<file path="src/rtl/pixel_stream_pkg.sv">
// Shared types and helpers for the test-pattern word stream generator.
// Host values are little-endian on the wire, so every emitted word is byte-swapped.
package pixel_stream_pkg;

    typedef enum logic [2:0] {
        StIdle,
        StHeader,
        StPixels,
        StCsumLo,
        StCsumHi,
        StPad
    } streamState_e;

    localparam logic [16:0] FletcherMod = 17'd65535;

    function automatic logic [15:0] byteSwap(input logic [15:0] v);
        return {v[7:0], v[15:8]};
    endfunction

    // One conditional subtract suffices: both addends are below 2^16.
    function automatic logic [15:0] modReduce(input logic [16:0] sum);
        logic [16:0] r;
        r = (sum >= FletcherMod) ? (sum - FletcherMod) : sum;
        return r[15:0];
    endfunction

endpackage

</file>
<file path="src/rtl/fletcher32_acc.sv">
// Fletcher-32 running sums over 16-bit words; s1/s2 are kept reduced modulo 65535.
// clr together with en restarts the sums with din as the first word.
module fletcher32_acc
    import pixel_stream_pkg::*;
(
    input  logic        clk,
    input  logic        rst_n,
    input  logic        clr,
    input  logic        en,
    input  logic [15:0] din,
    output logic [31:0] dout
);

    logic [15:0] s1Q, s2Q;
    logic [15:0] s1Base, s2Base;
    logic [15:0] s1Next, s2Next;
    logic [16:0] sum1, sum2;

    always_comb begin
        s1Base = clr ? 16'h0000 : s1Q;
        s2Base = clr ? 16'h0000 : s2Q;
        sum1   = {1'b0, s1Base} + {1'b0, din};
        s1Next = modReduce(sum1);
        sum2   = {1'b0, s2Base} + {1'b0, s1Next};
        s2Next = modReduce(sum2);
    end

    always_ff @(posedge clk or negedge rst_n) begin
        if (!rst_n) begin
            s1Q <= 16'h0000;
            s2Q <= 16'h0000;
        end else if (en) begin
            s1Q <= s1Next;
            s2Q <= s2Next;
        end else if (clr) begin
            s1Q <= 16'h0000;
            s2Q <= 16'h0000;
        end
    end

    assign dout = {s2Q, s1Q};

endmodule

</file>
<file path="src/rtl/pixel_stream_gen.sv">
// Test-pattern frame transmitter: header words, ramp pixels, Fletcher-32 checksum, zero pad.
// Output is a registered word; the next word is computed combinationally and loaded on advance.
module pixel_stream_gen
    import pixel_stream_pkg::*;
#(
    parameter int unsigned DimWidth       = 12,
    parameter int unsigned HeaderIdxWidth = 4,
    parameter int unsigned PadWidth       = 8
) (
    input  logic                      clk,
    input  logic                      rst_n,
    input  logic                      start,
    input  logic [HeaderIdxWidth-1:0] cfg_header_count,
    input  logic [DimWidth-1:0]       cfg_width,
    input  logic [DimWidth-1:0]       cfg_height,
    input  logic [PadWidth-1:0]       cfg_padding,
    input  logic [15:0]               cfg_pixel_initial,
    input  logic [15:0]               cfg_pixel_delta,
    output logic [HeaderIdxWidth-1:0] hdr_idx,
    input  logic [15:0]               hdr_word,
    output logic                      out_valid,
    input  logic                      out_ready,
    output logic [15:0]               out_data,
    output logic                      busy,
    output logic                      done
);

    streamState_e state, nxtState;

    logic [HeaderIdxWidth-1:0] hdrIdx, nxtHdrIdx, cfgHdrCount, effHdrCount;
    logic [DimWidth-1:0]       col, row, nxtCol, nxtRow;
    logic [DimWidth-1:0]       cfgWidth, cfgHeight, effWidth, effHeight;
    logic [PadWidth-1:0]       padCnt, nxtPadCnt, cfgPadding;
    logic [15:0]               cfgInit, cfgDelta, effInit;
    logic [15:0]               pixel, pixStep, nxtPixel, nxtValue;
    logic [15:0]               outData;
    logic                      outValid, doneQ;
    logic                      startAccept, handshake, advance, lastPixel;
    logic                      deltaPos, deltaNeg;
    logic                      accClr, accEn;
    logic [31:0]               accOut;

    // In idle the frame is defined by the live cfg inputs; afterwards by the latched copy.
    always_comb begin
        effHdrCount = (state == StIdle) ? cfg_header_count  : cfgHdrCount;
        effWidth    = (state == StIdle) ? cfg_width         : cfgWidth;
        effHeight   = (state == StIdle) ? cfg_height        : cfgHeight;
        effInit     = (state == StIdle) ? cfg_pixel_initial : cfgInit;
    end

    always_comb begin
        startAccept = (state == StIdle) && start;
        handshake   = outValid && out_ready;
        advance     = startAccept || handshake;
        lastPixel   = (col == effWidth - DimWidth'(1)) && (row == effHeight - DimWidth'(1));
        deltaPos    = !cfgDelta[15] && (cfgDelta != 16'h0000);
        deltaNeg    = cfgDelta[15];
        if ((deltaPos && pixel == 16'hFFFF) || (deltaNeg && pixel == 16'h0000)) begin
            pixStep = cfgInit;
        end else begin
            pixStep = pixel + cfgDelta;
        end
    end

    always_comb begin
        nxtState  = state;
        nxtValue  = 16'h0000;
        nxtHdrIdx = hdrIdx;
        nxtCol    = col;
        nxtRow    = row;
        nxtPadCnt = padCnt;
        nxtPixel  = pixel;
        unique case (state)
            StIdle, StHeader: begin
                if (hdrIdx < effHdrCount) begin
                    nxtState  = StHeader;
                    nxtValue  = hdr_word;
                    nxtHdrIdx = hdrIdx + HeaderIdxWidth'(1);
                end else if (effWidth != '0 && effHeight != '0) begin
                    nxtState = StPixels;
                    nxtValue = effInit;
                    nxtPixel = effInit;
                    nxtCol   = '0;
                    nxtRow   = '0;
                end else begin
                    nxtState = StCsumLo;
                    nxtValue = accOut[15:0];
                end
            end
            StPixels: begin
                if (!lastPixel) begin
                    nxtState = StPixels;
                    nxtValue = pixStep;
                    nxtPixel = pixStep;
                    if (col == effWidth - DimWidth'(1)) begin
                        nxtCol = '0;
                        nxtRow = row + DimWidth'(1);
                    end else begin
                        nxtCol = col + DimWidth'(1);
                    end
                end else begin
                    nxtState = StCsumLo;
                    nxtValue = accOut[15:0];
                end
            end
            StCsumLo: begin
                nxtState = StCsumHi;
                nxtValue = accOut[31:16];
            end
            StCsumHi, StPad: begin
                if (padCnt < cfgPadding) begin
                    nxtState  = StPad;
                    nxtPadCnt = padCnt + PadWidth'(1);
                end else begin
                    nxtState = StIdle;
                end
            end
            default: nxtState = StIdle;
        endcase
    end

    // Data words are folded into the checksum when loaded into the output register, so the
    // sums already cover the last pixel by the time the checksum word is selected.
    always_comb begin
        accEn  = advance && (nxtState == StHeader || nxtState == StPixels);
        accClr = startAccept || (handshake && nxtState == StIdle);
    end

    fletcher32_acc uAcc (
        .clk  (clk),
        .rst_n(rst_n),
        .clr  (accClr),
        .en   (accEn),
        .din  (nxtValue),
        .dout (accOut)
    );

    always_ff @(posedge clk or negedge rst_n) begin
        if (!rst_n) begin
            state       <= StIdle;
            hdrIdx      <= '0;
            col         <= '0;
            row         <= '0;
            padCnt      <= '0;
            pixel       <= 16'h0000;
            cfgHdrCount <= '0;
            cfgWidth    <= '0;
            cfgHeight   <= '0;
            cfgPadding  <= '0;
            cfgInit     <= 16'h0000;
            cfgDelta    <= 16'h0000;
            outValid    <= 1'b0;
            outData     <= 16'h0000;
            doneQ       <= 1'b0;
        end else begin
            doneQ <= 1'b0;
            if (startAccept) begin
                cfgHdrCount <= cfg_header_count;
                cfgWidth    <= cfg_width;
                cfgHeight   <= cfg_height;
                cfgPadding  <= cfg_padding;
                cfgInit     <= cfg_pixel_initial;
                cfgDelta    <= cfg_pixel_delta;
            end
            if (advance) begin
                state <= nxtState;
                col   <= nxtCol;
                row   <= nxtRow;
                pixel <= nxtPixel;
                if (nxtState == StIdle) begin
                    hdrIdx   <= '0;
                    padCnt   <= '0;
                    outValid <= 1'b0;
                    outData  <= 16'h0000;
                    doneQ    <= 1'b1;
                end else begin
                    hdrIdx   <= nxtHdrIdx;
                    padCnt   <= nxtPadCnt;
                    outValid <= 1'b1;
                    outData  <= byteSwap(nxtValue);
                end
            end
        end
    end

    assign hdr_idx   = hdrIdx;
    assign out_valid = outValid;
    assign out_data  = outData;
    assign busy      = (state != StIdle);
    assign done      = doneQ;

endmodule
</file>
<file path="config.mk">
export PLATFORM = sky130hd
export DESIGN_NAME = pixel_stream_gen
export DESIGN_NICKNAME = d
export VERILOG_FILES = /design/src/rtl/pixel_stream_pkg.sv /design/src/rtl/fletcher32_acc.sv /design/src/rtl/pixel_stream_gen.sv
export SDC_FILE = /design/constraint.sdc
export NUM_CORES = 1
export LEC_CHECK = 0
export BUFFER_PORTS_ARGS = -buffer_cell sky130_fd_sc_hd__buf_4
export CORE_MARGIN = 2
export CORE_UTILIZATION = 59
export CTS_BUF_LIST = sky130_fd_sc_hd__clkbuf_8
export DETAILED_ROUTE_END_ITERATION = 16
export GPL_ROUTABILITY_DRIVEN = 0
export PLACE_DENSITY = 0.79
export SLEW_MARGIN = 15
export SYNTH_ARGS = -nofsm -noshare
export SYNTH_HDL_FRONTEND = slang
export SYNTH_SLANG_ARGS = --single-unit
</file>
<file path="constraint.sdc">
create_clock -name clk -period 11.67 [get_ports clk]
set_input_delay 0.5835 -clock clk [delete_from_list [all_inputs] [get_ports clk]]
set_output_delay 0.5835 -clock clk [all_outputs]
set_load 0.03 [all_outputs]
</file>
; After elaboration in Yosys (flattened, before gate mapping)
; Index checks and enable logic that the tools add are counted.
; Widths: inputs -> output; s select.
[totals]
reg_bits = 173
input_bits = 88
[classes]
add_sub_neg = 11
magnitude_cmp = 4
n_eq_ne = 14
n_mux = 42
reduce_logical = 32
[op_table]
columns = operator, n
row1 = $mux 16, 15
row2 = $mux 12, 8
row3 = $pmux 12 s2, 2
row4 = $pmux 16 s3, 1
row5 = $add 16x16->17, 2
row6 = $ge 17x16->1 const B, 2
row7 = $pmux 16 s2, 1
row8 = $sub 16x16->16 const B, 2
row9 = $add 12x1->12 const B, 2
row10 = $eq 12x12->1, 2
row11 = $mux 8, 3
row12 = $reduce_bool 12->1, 2
row13 = $sub 12x1->12 const B, 2
row14 = $add 16x16->16, 1
row15 = $eq 16x16->1 const B, 1
row16 = $logic_not 16->1, 1
row17 = $mux 4, 4
row18 = $reduce_bool 16->1, 1
row19 = $pmux 3 s4, 1
row20 = $reduce_bool 2->1, 5
row21 = $eq 3x2->1 const B, 3
row22 = $logic_and 1x1->1, 9
row23 = $add 8x1->8 const B, 1
row24 = $lt 8x8->1, 1
row25 = 16 further kinds, 31

; Logic depth before layout (Yosys ltp)
; Gate-level depths: netlist (run 1).
[logic_depth]
ltp_word = 18
mapped_depth = 43
depth_no_buf = 36

; Modules after synthesis
; A second synthesis (run 1) with hierarchy kept.
[hier_totals]
cells_unflattened = 1752
hier_area_um2 = 14217.4
[by_module_without_submodules]
columns = mod, n_inst, cells_each, area_each_um2, seq_area_each_um2
row1 = pixel_stream_gen, 1, 1219, 10013.4, 3528.4
row2 = fletcher32_acc, 1, 533, 4204.0, 800.8

; Worst setup path after synthesis (run 1)
; No wires, ideal clock.
[synth_path]
kind = register to register
start = register state[1]
end = register uAcc.s2Q[9]
setup_ns = 0.125
arrival_ns = 10.164
required_ns = 11.545
slack_ns = 1.381
path_stages_with_launch = 42
path_buffers = 6
period_less_slack_ns = 10.289
cell_sequence = dfrtp_1 -> nor3_4 -> buf_6 -> buf_8 -> buf_6 -> buf_2 -> clkbuf_1 -> mux2i_1 -> ha_1 -> nor3b_1 -> nor4b_1 -> o21ai_0 -> o211ai_1 -> a31o_2 -> nand4_1 -> a211oi_4 -> mux2_2 -> nand2_1 -> [... 6 more ...] -> a21oi_1 -> xor2_1 -> nor4_1 -> clkbuf_1 -> nor2_1 -> xnor2_1 -> ha_1 -> fa_1 -> a211oi_1 -> o21bai_1 -> xnor2_1 -> nand3_1 -> or3b_2 -> nor4_2 -> o211ai_2 -> a2111oi_0 -> xnor2_1 -> mux2_4
[synth_between]
elab_chain_cells = 18
[synth_rtl]
columns = element, line_no
row1 = from (decl), pixel_stream_gen.sv:28  ; streamState_e state, nxtState;
row2 = from (signal assigned), pixel_stream_gen.sv:140  ; state <= StIdle;
row3 = from (signal assigned), pixel_stream_gen.sv:166  ; state <= nxtState;
row4 = $logic_not 3->1, -
row5 = "$mux 12, on equally long branches", "pixel_stream_gen.sv:46, pixel_stream_gen.sv:47"
row6 = $sub 12x1->12 or $reduce_bool 12->1 (tied branches), "pixel_stream_gen.sv:55, pixel_stream_gen.sv:79"
row7 = $eq 12x12->1 or $logic_and 1x1->1 (tied branches), "pixel_stream_gen.sv:55, pixel_stream_gen.sv:79"
row8 = $logic_and 1x1->1 or $mux 1 (tied branches), "pixel_stream_gen.sv:55, pixel_stream_gen.sv:79"
row9 = $mux 1 or $mux 2 (tied branches), "pixel_stream_gen.sv:91, pixel_stream_gen.sv:75"
row10 = $pmux 3 s4, pixel_stream_gen.sv:73  ; unique case (state)
row11 = $logic_not 3->1, pixel_stream_gen.sv:126  ; accClr = startAccept || (handshake && nxtState == StIdle);
row12 = [... 2 more ...], -
row13 = $mux 16, -
row14 = $add 16x16->17, fletcher32_acc.sv:22  ; sum1 = {1'b0, s1Base} + {1'b0, din};
row15 = $sub 16x16->16 or $ge 17x16->1 (tied branches), pixel_stream_pkg.sv:23  ; r = (sum >= FletcherMod) ? (sum - FletcherMod) : sum;
row16 = $mux 16, pixel_stream_pkg.sv:23
row17 = $add 16x16->17, fletcher32_acc.sv:24  ; sum2 = {1'b0, s2Base} + {1'b0, s1Next};
row18 = $sub 16x16->16 or $ge 17x16->1 (tied branches), pixel_stream_pkg.sv:23
row19 = $mux 16, pixel_stream_pkg.sv:23
row20 = $mux 16 *, fletcher32_acc.sv:32  ; end else if (en) begin
row21 = to (signal assigned), fletcher32_acc.sv:34  ; s2Q <= s2Next;
row22 = to (decl), fletcher32_acc.sv:14  ; logic [15:0] s1Q, s2Q;
; Every way passes the cells marked *; elsewhere a longest branch is shown, timed or not.
; A chain may end at the register's enable or synchronous reset.

; Worst setup path in the final report (run 1)
[layout_path]
start = register state[2]
end = register uAcc.s2Q[9]
; The elaborated chain is that of the path after synthesis.

==> impl_metrics.csv, run 1 <==
group,metric,value,unit
grt,overflow,0,
final_layout,fin_area,14800,um2
sta,rsz0062_at_grt,"false",
grt,grt_max_degree,106,
final_layout,layout_common_cells,"173 x dfrtp_1, 149 x nand2_1, 128 x buf_4",
sta,tightest_slew,963,ps
clock_tree,clockBufferDepth,2,
logic_synthesis,ys_warn_count,0,
drt,vias,12000,
grt,grt_pass1_vias,11300,
clock_tree,cts.sinks,173,
clock_tree,path_clk_slew,100,ps
final_layout,drive_gt1_share,19.7,%
grt,grtUsageTotal,31.5,%
drt,viasPerCell,6.55,
hold_path,hold_path_class,"in2async",
clock_tree,clockRootBuffer,"clkbuf_8",
worst_setup_path,cp_slowest_stage_delay,600,ps
logic_synthesis,ys_seq_elements,173,
clock_tree,htreeDepth,4,
floorplan,fp.dieW,154,um
sta,finalCriticalPeriod,10820,ps
power_and_ir_drop,p_leak,6.91,nW
final_layout,diodes,0,
worst_setup_path,end_kind,"flop",
sta,final_hold_viol_count,0,
sta,timing.fmax,92.4,MHz
final_layout,nets,1698,
floorplan,core,22000,um2
placed_design,place_inst,1802,
final_layout,area.growth.synth_to_final,10.9,%
worst_setup_path,worstReg2RegStart,"state[2]$_DFFE_PN0N_",
power_and_ir_drop,pwr_density_cell,73.4,nW/um2
drt,drc,0,
drt,wl_per_cell,20.4,um
worst_setup_path,worstReg2RegEnd,"uAcc.s2Q[9]$_DFF_PN0_",
flow_run,cap_viol_max_count,0,
drt,dr.pass1.iters,8,
logic_synthesis,yosys.area.top_type,"dfrtp_1",
logic_synthesis,synth_ff_type,"dfrtp_1",
placed_design,io_buffers,110,
worst_setup_path,worstPathArrival,11190,ps
clock_tree,ctsResizeCount,0,
final_layout,nFillCells,1789,
logic_synthesis,ys_types,92,
floorplan,start_util,60.7,%
drt,final_antenna_net_count,0,
logic_synthesis,synth_fp_nets,1614,
logic_synthesis,synth_cells,1458,
final_layout,layout_commonest_cell,"dfrtp_1",
grt,grt_pass1_wl,59.9,mm
clock_tree,insertion_delay,470,ps
sta,slew_headroom,34.9,%
worst_setup_path,crit_required,12040,ps
placed_design,pre_cts_slack,705,ps
power_and_ir_drop,vdd_drop_max,0.0581,mV
placed_design,dpl-instance-area,14400,um2
clock_tree,cts_buffers,17,
drt,drtIter0Drc,1268,
logic_synthesis,syn-cell-area,13300,um2
floorplan,die_area,23800,um2
sta,setup_violations,0,
logic_synthesis,async_flop_share,100,%
grt,antenna_found_initial,0,
clock_tree,cts_tree,"built",
worst_setup_path,critPathMaxFanout,15,
sta,setup_tns,0,ps
sta,finalClockSkew,13.8,ps
sta,layout_setup_ws,850,ps
logic_synthesis,synth_edf_count,0,
worst_setup_path,path_class,"reg2reg",
floorplan,die_y,154,um
logic_synthesis,yosys-top-cells-area,"dfrtp_1 33%, ha_1 6.1%, mux2_2 5.8%",
logic_synthesis,synth_top_cell_area_share,32.5,%
drt,wl,37.5,mm
floorplan,boundaryPins,111,
outcome,outcome,"completed",
placed_design,dp_hpwl,28.6,mm
logic_synthesis,yosysSeqAreaShare,32.5,%
worst_setup_path,r2r_cells,35,
logic_synthesis,syn_avg_cell_area,9.14,um2
sta,maxSlewViolCount,0,
worst_setup_path,r2r_setup_slack,850,ps
worst_setup_path,crit_path_start_kind,"flop",
floorplan,std_cell_rows,54,
worst_setup_path,slowest_stage,"dfrtp_1",
sta,fin_crit_sh,92.7,%
final_layout,finalNonFillerCells,1835,
[synthesized netlist by cell type, drive strengths merged, types with 26 or more instances]
library cell and instances:
dfrtp 173, nand2 150, mux2 96, nor2 92
o21ai 92, a21oi 65, ha 65, xnor2 57
nor3 54, mux2i 48, inv 47, clkbuf 40
xor2 37, nand3 35, and2 26, and3 26
[registers in the layout, indices dropped and copies added, names as in the netlist, 3 cells and up]
register	cells
cfgDelta	16
cfgHdrCount	4
cfgHeight	12
cfgInit	16
cfgPadding	8
cfgWidth	12
col	12
hdr_idx	4
out_data	16
padCnt	8
pixel	16
row	12
state	3
uAcc.s1Q	16
uAcc.s2Q	16
[kinds of logic after synthesis]
family,after synthesis,synth area share (%)
mux,144,12.5
simple gates,503,19.2
buf+inv,112,3.66
xor+xnor,95,6.35
fa+ha+maj,68,6.56
compound gates,363,19.2
flops,173,32.5
[where the power goes]
part,internal [mW],switching (mW)
clock,0.199,0.241
sequential,0.599,0
combinational,0.0206,0.0242
[worst max path at each step]
stage                         start               endpoint  slack (ps)  cells past startpoint
2_1_floorplan  state[1]$_DFFE_PN0N_  uAcc.s2Q[9]$_DFF_PN0_        1380                     41
3_3_place_gp   state[1]$_DFFE_PN0N_  uAcc.s2Q[9]$_DFF_PN0_        1000                     34
3_5_place_dp   state[1]$_DFFE_PN0N_  uAcc.s2Q[9]$_DFF_PN0_         700                     34
4_1_cts        state[1]$_DFFE_PN0N_  uAcc.s2Q[9]$_DFF_PN0_         660                     34
5_1_grt        state[2]$_DFFE_PN0N_  uAcc.s2Q[9]$_DFF_PN0_          80                     34
6_report       state[2]$_DFFE_PN0N_  uAcc.s2Q[9]$_DFF_PN0_         850                     35
[through the flow]
step	util, %	hold slack, ps	power, mW
finish	67.2	239	1.08
global route	67.2	312	1.12
global placement	65.4	490	0.656
detailed placement	65.4	495	0.656
floorplan	-	288	0.614
CTS	67.2	283	1.09
[worst max-delay path: cells and delay by family (launching register included)]
kind / cells / cell delay, ps
AOI/OAI and AO/OA: 16 / 4110
xor gates and xnor gates: 4 / 950
DFF: 1 / 600
buffers and inverters: 3 / 600
adders and majority gates: 3 / 1070
muxes: 2 / 590
and+or+nand+nor: 7 / 2780
[metal layers]
metal	vias up	GRT usage, %	routed length (um)
met1	5815	43.0	16000
li1	5595	-	-
met2	530	52.0	17700
met3	73	4.71	2780
met5	-	0	0
met4	0	9.92	1060
[timing repair]
| action | 4_1_cts | 5_1_grt |
|---|---|---|
| hold buffers | 0 | 0 |
| setup endpoints to repair | 0 | 6 |
| setup buffers | 0 | 1 |
[final cells by class]
type,instances,area [um2],share of cell area (%)
sequential,173,4330,29.3
inverter,48,180,1.22
tap,280,350,2.37
timing repair buffer,129,972,6.58
clock inverter,14,155,1.05
multi-input combinational,1173,8530,57.8
clock buffer,18,248,1.68
Note: power is estimated with default switching activity, not from simulation.
==> run 2, diff against run 1 <==
- SYNTH_HIERARCHICAL: default -> 1
==> run 2 against run 1 <==
Net effect: combinational power grew to 85 times the previous value; die area grew 6.6%; critical path type unchanged; design area grew 5.2%; hold slack lost 130 ps.
==> impl_metrics.csv, run 2 <==
group,metric,value,unit
outcome,outcome,"completed",
drt,vias,13900,
sta,fin_crit_sh,93.3,%
grt,grt_max_degree,77,
sta,finalCriticalPeriod,10890,ps
clock_tree,cts.sinks,173,
drt,wl_per_cell,19.9,um
floorplan,std_cell_rows,56,
worst_setup_path,crit_path_start_kind,"flop",
logic_synthesis,syn-cell-area,14200,um2
hold_path,hold_path_class,"in2async",
drt,drc,0,
worst_setup_path,r2r_cells,35,
worst_setup_path,worstReg2RegStart,"state[1]$_DFFE_PN0N_",
clock_tree,clockBufferDepth,2,
drt,wl,42.5,mm
worst_setup_path,setup.worst_path.start,"state[1]$_DFFE_PN0N_",
logic_synthesis,synth_cells,1752,
sta,final_hold_viol_count,0,
logic_synthesis,yosys.area.top_type,"dfrtp_1",
floorplan,die_y,159,um
drt,final_antenna_net_count,0,
final_layout,nets,1957,
final_layout,layout_commonest_cell,"nand2_1",
worst_setup_path,slowest_stage,"and2_1",
placed_design,place_inst,2101,
sta,setup_violations,0,
worst_setup_path,cp_slowest_stage_delay,590,ps
logic_synthesis,syn_avg_cell_area,8.11,um2
worst_setup_path,critPathMaxFanout,25,
sta,setup_tns,0,ps
grt,overflow,0,
clock_tree,path_clk_slew,100,ps
floorplan,core,23500,um2
worst_setup_path,worstPathArrival,11290,ps
clock_tree,cts.hold.buffers_added,0,
logic_synthesis,yosys-top-cells-area,"dfrtp_1 30%, nand2_1 9.4%, ha_1 5.7%",
flow_run,cap_viol_max_count,0,
drt,dr.pass1.iters,6,
logic_synthesis,netlist_top_cells_count,"356 x nand2_1, 173 x dfrtp_1, 109 x o21ai_0",
grt,antenna_found_initial,1,
logic_synthesis,ys_seq_elements,173,
clock_tree,insertion_delay,470,ps
clock_tree,cts_tree,"built",
sta,timing.fmax,91.9,MHz
grt,grtUsageTotal,32.9,%
clock_tree,clockRootBuffer,"clkbuf_8",
sta,maxSlewViolCount,0,
worst_setup_path,crit_required,12070,ps
clock_tree,htreeDepth,4,
final_layout,area.growth.synth_to_final,9.21,%
floorplan,fp.dieW,159,um
logic_synthesis,yosysMostFrequentCell,"nand2_1",
drt,viasPerCell,6.54,
logic_synthesis,ys_warn_count,6,
logic_synthesis,synth_top_cell_area_share,30.4,%
floorplan,start_util,60.4,%
placed_design,dp_hpwl,31.5,mm
sta,finalClockSkew,15.3,ps
worst_setup_path,endpoint,"uAcc/s2Q[6]$_DFF_PN0_",
sta,rsz0062_at_grt,"false",
sta,slew_headroom,32.4,%
logic_synthesis,synth_fp_nets,1908,
drt,drtIter0Drc,1880,
power_and_ir_drop,vdd_drop_max,0.492,mV
logic_synthesis,async_flop_share,100,%
floorplan,die_area,25400,um2
worst_setup_path,worstReg2RegEnd,"uAcc/s2Q[6]$_DFF_PN0_",
worst_setup_path,r2r_setup_slack,780,ps
logic_synthesis,yosysSeqAreaShare,30.4,%
placed_design,io_buffers,110,
sta,tightest_slew,1010,ps
worst_setup_path,path_class,"reg2reg",
power_and_ir_drop,pwr_density_cell,343,nW/um2
grt,grt_pass1_wl,68.4,mm
final_layout,diodes,0,
power_and_ir_drop,p_leak,6.85,nW
sta,whs,113,ps
clock_tree,post_cts_buffers,0,
final_layout,finalNonFillerCells,2133,
grt,grt_pass1_vias,13000,
logic_synthesis,synth_edf_count,0,
floorplan,boundaryPins,111,
logic_synthesis,synth_ff_type,"dfrtp_1",
final_layout,drive_gt1_share,12.6,%
worst_setup_path,end_kind,"flop",
clock_tree,cts_buffers,17,
final_layout,layout_common_cells,"355 x nand2_1, 173 x dfrtp_1, 126 x buf_4",
logic_synthesis,ys_types,94,
[run 2: cell types whose count changed in the layout (fill, tap and decap cells not counted), sizes merged, moves of 23 or more]
cell / change
mux2: -56
nand3: +23
nand2: +206
nor2b: +34
o21ai: +23
a31oi: +30
[run 2: power breakdown]
group	switching, mW	internal [mW]	leakage [nW]	total [mW]
clock	0.239	0.184	0.193	0.423
sequential	0.254	0.832	2.21	1.09
combinational	2.42	1.40	4.45	3.81
total	2.91	2.41	6.85	5.32
[run 2: area by class of cell]
class,count,area [um2]
multi-input combinational,1449,9350
fill,2046,8020
tap,319,399
sequential,173,4330
clock inverter,12,97.6
timing repair buffer,127,957
inverter,33,124
clock buffer,20,275
[run 2: kinds of logic (layout without fill, tap and decap cells)]
family,count (synthesis),count (layout),share of synthesized area [%]
buffers and inverters,130,192,4.12
adder cells (fa/ha/maj),68,68,6.14
multiplexers,96,96,7.11
AO/OA/AOI/OAI,423,423,20.2
flip-flops,173,173,30.4
XOR/XNOR,67,67,4.13
AND/OR/NAND/NOR,795,795,27.8
[run 2: per-layer routing]
| metal | routed length [um] | global-route usage [%] | vias up |
|---|---|---|---|
| li1 | - | - | 6500 |
| met3 | 3430 | 6.46 | 83 |
| met4 | 1240 | 11.2 | 0 |
| met5 | 0 | 0 | - |
| met1 | 18200 | 44.8 | 6675 |
| met2 | 19600 | 52.9 | 691 |
[run 2: critical path, delay by kind of cell, from the launching register on]
kind	cells	cell delay, ps
AO/OA/AOI/OAI	10	3040
multiplexers	2	590
XOR/XNOR	2	520
buffers and inverters	3	890
AND/OR/NAND/NOR	15	4310
flip-flops	1	580
adder cells (fa/ha/maj)	3	880
[run 2: stage by stage]
step	power (mW)	worst slack [ps]	instance area, um2	utilization, %
2_1_floorplan	3.88	1990	14200	-
3_3_place_gp	4.67	1260	15100	64.3
3_5_place_dp	4.78	902	15100	64.3
4_1_cts	5.22	856	15500	65.9
5_1_grt	5.73	36.6	15500	66.0
6_report	5.32	783	15500	66.0
[run 2: worst min path at each step]
stage | end | slack [ps] | depth (start not counted)
2_1_floorplan | cfgDelta[0]$_DFFE_PN0P_ | 290 | 0
3_3_place_gp | cfgHdrCount[2]$_DFFE_PN0P_ | 460 | 2
3_5_place_dp | cfgHdrCount[3]$_DFFE_PN0P_ | 480 | 2
4_1_cts | cfgDelta[5]$_DFFE_PN0P_ | 120 | 1
5_1_grt | cfgDelta[5]$_DFFE_PN0P_ | 140 | 1
6_report | cfgDelta[5]$_DFFE_PN0P_ | 110 | 1
[run 2: what timing repair did]
action	4_1_cts	5_1_grt
endpoints found under the setup margin	0	3
hold endpoints to repair	0	0
resized for setup	0	1
